## config.mk

```make
export PLATFORM = sky130hd
export DESIGN_NAME = shift_out_8b
export DESIGN_NICKNAME = d
export VERILOG_FILES = /design/src/rtl/shift_out_8b.sv
export SDC_FILE = /design/constraint.sdc
export NUM_CORES = 1
export LEC_CHECK = 0
export CAP_MARGIN = 0
export CORE_MARGIN = 5
export CORE_UTILIZATION = 40
export DETAILED_ROUTE_END_ITERATION = 8
export PLACE_DENSITY = 0.6
export SYNTH_ARGS = -nofsm -noshare
export SYNTH_HDL_FRONTEND = slang
export SYNTH_SLANG_ARGS = --single-unit
```

## constraint.sdc

```tcl
create_clock -name clock -period 1.7 [get_ports clock]
set_clock_uncertainty 0.15 [all_clocks]
set_input_delay 0.425 -clock clock [delete_from_list [all_inputs] [get_ports clock]]
set_output_delay 0.425 -clock clock [all_outputs]
set_load 0.01 [all_outputs]
```

## src/rtl/shift_out_8b.sv

```systemverilog
// shift_out_8b: parallel-in / serial-out transmitter for the CPU output port.
// A byte is captured on a load request and shifted out one bit per enable
// tick. The idle line level is high. busy and done tell the sequencer when
// it can issue the next byte.
// Optional build macro SHIFT_OUT_PARITY_EN appends an even-parity bit
// (XOR of the captured data) after the last data bit.
module shift_out_8b #(
  parameter int WIDTH     = 8,
  parameter bit MSB_FIRST = 1'b0
) (
  input  logic             clock,
  input  logic             input_clear,
  input  logic [WIDTH-1:0] input_d,
  input  logic             input_load,
  input  logic             input_clock_enable,
  output logic             output_serial,
  output logic             output_busy,
  output logic             output_done
);

`ifdef SHIFT_OUT_PARITY_EN
  localparam int FW = WIDTH + 1;
`else
  localparam int FW = WIDTH;
`endif
  localparam int CW = $clog2(WIDTH + 1);
  localparam logic [CW-1:0] LAST = CW'(FW - 1);

  typedef enum logic [1:0] {
    ST_IDLE,
    ST_SHIFT,
    ST_DONE
  } state_t;

  state_t          state_q;
  logic [FW-1:0]   sr_q;
  logic [CW-1:0]   cnt_q;
  logic            serial_q;
  logic            busy_q;
  logic            done_q;

  logic [FW-1:0]   load_frame_d;
  logic [FW-1:0]   sr_shift_d;
  logic            load_first_d;
  logic            shift_first_d;

  // Build the frame to capture and the one-step-shifted register; the
  // output end is bit 0 (LSB first) or bit FW-1 (MSB first).
  always_comb begin
    load_frame_d  = '0;
    sr_shift_d    = '0;
`ifdef SHIFT_OUT_PARITY_EN
    // Parity sits at the far end of the register so it leaves last.
    if (MSB_FIRST) load_frame_d = {input_d, ^input_d};
    else           load_frame_d = {^input_d, input_d};
`else
    load_frame_d = input_d;
`endif
    if (MSB_FIRST) sr_shift_d = {sr_q[FW-2:0], 1'b0};
    else           sr_shift_d = {1'b0, sr_q[FW-1:1]};
    load_first_d  = MSB_FIRST ? load_frame_d[FW-1] : load_frame_d[0];
    shift_first_d = MSB_FIRST ? sr_shift_d[FW-1]   : sr_shift_d[0];
  end

  // Frame sequencer with registered serial/busy/done outputs.
  always_ff @(posedge clock) begin
    if (input_clear) begin
      state_q  <= ST_IDLE;
      sr_q     <= '0;
      cnt_q    <= '0;
      serial_q <= 1'b1;
      busy_q   <= 1'b0;
      done_q   <= 1'b0;
    end else begin
      case (state_q)
        ST_IDLE: begin
          done_q <= 1'b0;
          if (input_load) begin
            state_q  <= ST_SHIFT;
            sr_q     <= load_frame_d;
            cnt_q    <= '0;
            serial_q <= load_first_d;
            busy_q   <= 1'b1;
          end else begin
            serial_q <= 1'b1;
            busy_q   <= 1'b0;
          end
        end
        ST_SHIFT: begin
          if (input_clock_enable) begin
            if (cnt_q == LAST) begin
              state_q  <= ST_DONE;
              serial_q <= 1'b1;
              busy_q   <= 1'b0;
              done_q   <= 1'b1;
            end else begin
              cnt_q    <= cnt_q + CW'(1);
              sr_q     <= sr_shift_d;
              serial_q <= shift_first_d;
            end
          end
        end
        ST_DONE: begin
          done_q <= 1'b0;
          if (input_load) begin
            state_q  <= ST_SHIFT;
            sr_q     <= load_frame_d;
            cnt_q    <= '0;
            serial_q <= load_first_d;
            busy_q   <= 1'b1;
          end else begin
            state_q  <= ST_IDLE;
            serial_q <= 1'b1;
            busy_q   <= 1'b0;
          end
        end
        default: begin
          state_q  <= ST_IDLE;
          serial_q <= 1'b1;
          busy_q   <= 1'b0;
          done_q   <= 1'b0;
        end
      endcase
    end
  end

  assign output_serial = serial_q;
  assign output_busy   = busy_q;
  assign output_done   = done_q;

endmodule

```

Yosys cells after proc, flatten, opt, wreduce, memory -nomap -nowiden. Cells that the tools add are included.

Flip-flop bits (word level): 17. Output and inout bits: 3. Logic and storage cells: 45.

$add $sub $neg: 1. Eq/ne operators: 8. Multiplexer cells: 21. Bitwise operators: 1. Reductions and logical operators: 8.

Operators by type and width (number): 8-bit two-way mux (3); 8-bit case mux with 2 select lines (1); 4-bit two-way mux (3); 2-bit inequality test, second input constant (4); 4-bit case mux with 2 select lines (1); 1-bit two-way mux (7); 2-bit two-way mux (3); 2-bit case mux with 3 select lines (1); 4-bit by 1-bit adder with 4-bit output, second input constant (1); 4-bit by 3-bit equality test with 1-bit output, second input constant (1); 1-bit case mux with 2 select lines (2); 2-bit AND reduction (2); 4-bit AND reduction (1); 2-bit OR reduction (2); 3-bit AND reduction (1); 2-bit by 1-bit equality test with 1-bit output, second input constant (1); 2-bit equality test, second input constant (1); 2-bit logical NOT (1); 2-bit by 1-bit inequality test with 1-bit output, second input constant (1); 2-bit nonzero test (1); 1-bit inverter (1).

Logic depth before layout (Yosys ltp).
Depth in word-level cells: 4. Depth in mapped cells: 4. Gate-level depth less buffers: 4.

Least setup slack after synthesis. Ideal clock, no wire load.

Path type: register to register. From: reg cnt_q[0]. To: reg sr_q[2]. Setup time: 121 ps. Arrival time: 1255 ps. Slack: 174 ps. Cell stages (with the launch flop): 5. Clock period less this slack: 1526 ps. Path through: dfxtp_1 ha_1 nand3b_4 o2bb2ai_4 mux2_4.

Word-level cells in the longest chain between the ends: 3.

Ends and longest elaborated chain: from (decl) (line 37) `logic [CW-1:0] cnt_q;`; from (signal assigned) (line 97) `cnt_q <= cnt_q + CW'(1);`; 4-bit by 3-bit equality test with 1-bit output (line 91) `if (cnt_q == LAST) begin`; 2-bit inequality test (no source line); 4-bit AND reduction (no source line); to (signal assigned) (line 80) `sr_q <= load_frame_d;`; to (signal assigned) (line 98) `sr_q <= sr_shift_d;`; to (signal assigned) (line 107) `sr_q <= load_frame_d;`; to (decl) (line 36) `logic [FW-1:0] sr_q;`.

No other way between the ends. A chain may end at the register's enable or synchronous reset.

Worst setup path after layout.
From: reg cnt_q[1]. To: reg sr_q[3].

The elaborated chain is that of the path after synthesis.

==> metrics.cfg <==
[cells_and_area]
fillers = 204
layout_common_cells = dfxtp_1 (16), buf_4 (11), nor2_1 (9), clkdlybuf4s50_1 (9)
n_antenna_cell = 0
fin_nets = 127
areaGrowthSynthToFinish_pct = 32.8
drive_gt1_share_pct = 26.5
final_common_cell = dfxtp_1
instances_no_fill = 141

[global_routing]
grt_usage_pct = 12.4
antenna_found_initial = 0
grt.overflow.total = 0
grt_start_max_net_pins = 24
grt_pass1_vias = 725
grt_first_pass_wirelength_um = 3260

[critical_path]
cp.required_ps = 1730
rr_endpoint = sr_q[3]$_SDFFE_PP0P_
ff2ff_setup_slack_ps = 120
slowest_delay_ps = 370
r2r-start = cnt_q[1]$_SDFFE_PP0P_
path_class = flop to flop
endpoint = sr_q[3]$_SDFFE_PP0P_
cp-end-kind = flop
crit_fanout = 5
rr_worst_depth = 4
path_cells = ha_1 -> nand3b_4 -> o2bb2ai_4 -> mux2_4
crit_start = cnt_q[1]$_SDFFE_PP0P_
cpMaxStageDelayCell = dfxtp_1
critPathLaunchType = flop
arrival_ps = 1610

[place]
hpwl_um = 1400
dp.cells = 137
place_ws_ps = -283
io_buffers = 14
place_congestion = 0.784

[synthesis]
synth_seq_cells = 16
syn_avg_cell_area_um2 = 10.5
yosysUniqueCellTypes = 30
syn-num-nets = 99
seq_area_frac_synth_pct = 35.5
syn-instance-count = 86
yosys_warnings = 0
syn-cell-area_um2 = 903

[clock_tree]
post_cts_buffers = 0
clock_path_buffers = 2
clk-insertion-delay-late_ps = 280
cts-buffers-inserted = 3
clkSinkCount = 16
cts_tree = done
htree_num_levels = 1
cts_hold_buf = 0
clock_tree.root_cell = clkbuf_4
clkTransAtPathRegs_ps = 100

[routing]
postRouteAntennaNets = 0
wl_per_cell_um = 12.8
vias = 731
wl_um = 1810
firstDrtPassIters = 4
drtIter0Drc = 14
drc = 0
drt-vias-per-instance = 5.18

[flow_run]
drv_cap = 0

[sta]
max_slew_margin_pct = 77.9
tns_ps = 0
setup_viol = 0
rsz0062_at_grt = false
layout_setup_ws_ps = 124
hold_viol_final = 0
slew_viol_final = 0
max_freq_mhz = 635
min_period_ps = 1580
worst_pin_slew_ps = 331
fin_crit_sh_pct = 92.7

[power_and_ir_drop]
p_sw_share_pct = 25.1
power_density_nw_per_um2 = 719
p_leak_uw = 0.000540
p_sw_uw = 217
seqPwrFrac_pct = 47.9
combPwrFrac_pct = 22.6
vdd_drop_max_mv = 0.341
p_int_uw = 646
clkPwrFrac_pct = 29.5

[floorplan]
core_um2 = 2190
die_y_um = 57.5
die-area_um2 = 3310
die_x_um = 57.5
num_rows = 17
io_pins = 15
initial_core_util_pct = 41.2

[worst_hold_path]
hold_path.class = flop to flop
hp-start = output_done$_SDFFE_PP0P_

[run_status]
status = finished clean

==> state kept, by name, summed over array words and instances, names as in the netlist <==
signal	count
sr_q	7
cnt_q	4
state_q	2
output_busy	1
output_done	1
output_serial	1
==> how the worst min path moves through the flow <==
stage,to,cells past startpoint,slack (ps)
floorplan,sr_q[7]$_SDFFE_PP0P_,2,300
global route,output_done$_SDFFE_PP0P_,2,330
CTS,output_done$_SDFFE_PP0P_,2,310
finish,output_done$_SDFFE_PP0P_,2,310
global placement,output_done$_SDFFE_PP0P_,2,290
detailed placement,output_done$_SDFFE_PP0P_,2,290
==> per-layer routing <==
| metal | vias up | part of all wire [%] | GRT usage (%) | routed length, µm |
|---|---|---|---|---|
| met1 | 346 | 48 | 16.8 | 865 |
| met3 | 4 | 4.8 | 3.17 | 87 |
| li1 | 363 | - | - | - |
| met4 | 0 | 1.5 | 4.97 | 27 |
| met2 | 18 | 46 | 18.7 | 823 |
| met5 | - | 0 | 0 | 0 |
==> cell usage after synthesis <==
cell       number  area share [%]
buf_6           1             1.2
nand2b_1        1            0.69
nor4b_1         1            0.97
clkbuf_1        2            0.83
inv_1           2            0.83
dfxtp_1        16              35
nand3b_4        2             4.4
and2b_2         1            0.97
nand4b_1        1            0.97
mux2_4          7              12
or2b_4          1             1.2
o2bb2ai_4       1             3.0
a31oi_1         2             1.4
nor2b_1         7             4.8
mux2i_1         7             7.8
nand3b_1        4             3.3
a211oi_1        1            0.83
nor4_1          1            0.69
nand3_1         2             1.1
o2bb2ai_1       1            0.97
o21ai_0         2             1.1
nor2_1          9             3.7
and3_1          1            0.69
a2bb2oi_4       1             2.9
ha_1            1             1.4
nand2_1         3             1.2
nand2b_4        1             1.5
a21oi_1         2             1.1
nor3b_1         1            0.83
nor3_1          4             2.2
==> what timing repair did <==
| item | 4_1_cts | 5_1_grt |
|---|---|---|
| endpoints found under the hold margin | 0 | 0 |
| endpoints found under the setup margin | 3 | 8 |
| gates resized for setup | 3 | 2 |
| pin swaps | 0 | 2 |
==> stage by stage <==
stage                     util (%)  hold slack (ps)  power [µW]  cell area, µm²
after floorplan                  -              299         539             903
after global placement        53.1              286         617            1160
after detailed placement      53.1              294         621            1160
after CTS                     54.5              307         870            1190
after global routing          54.8              331         902            1200
final                         54.8              305         862            1200
==> logic make-up (layout without fill, tap and decap cells) <==
family,Yosys count,count (layout),synth area share [%]
fa+ha+maj,1,1,1.38
mux,14,14,19.4
flops,16,16,35.5
compound gates,10,10,11.4
buf+inv,5,32,2.91
simple gates,40,40,29.5
==> area by class of cell <==
type,count,area [µm²],share of cell area [%]
clock buffer,4,36.3,3.02
inverter,2,7.51,0.626
multi-input combinational,65,557,46.4
sequential,16,320,26.7
tap,28,35.0,2.92
timing repair buffer,26,244,20.3
==> power groups by stage <==
stage / Sequential, µW / Combinational [µW] / Clock [µW]
after floorplan: 417 / 123 / 0
after global placement: 421 / 196 / 0
after detailed placement: 421 / 200 / 0
after CTS: 413 / 198 / 259
after global routing: 417 / 213 / 272
final: 413 / 195 / 255
==> critical path: cells and delay by family (launching register included) <==
family	cells	cell delay [ps]
flip-flops	1	370
adder cells (fa/ha/maj)	1	220
multiplexers	1	320
AO/OA/AOI/OAI	1	280
AND/OR/NAND/NOR	1	130
(Power assumes the default switching activity.)
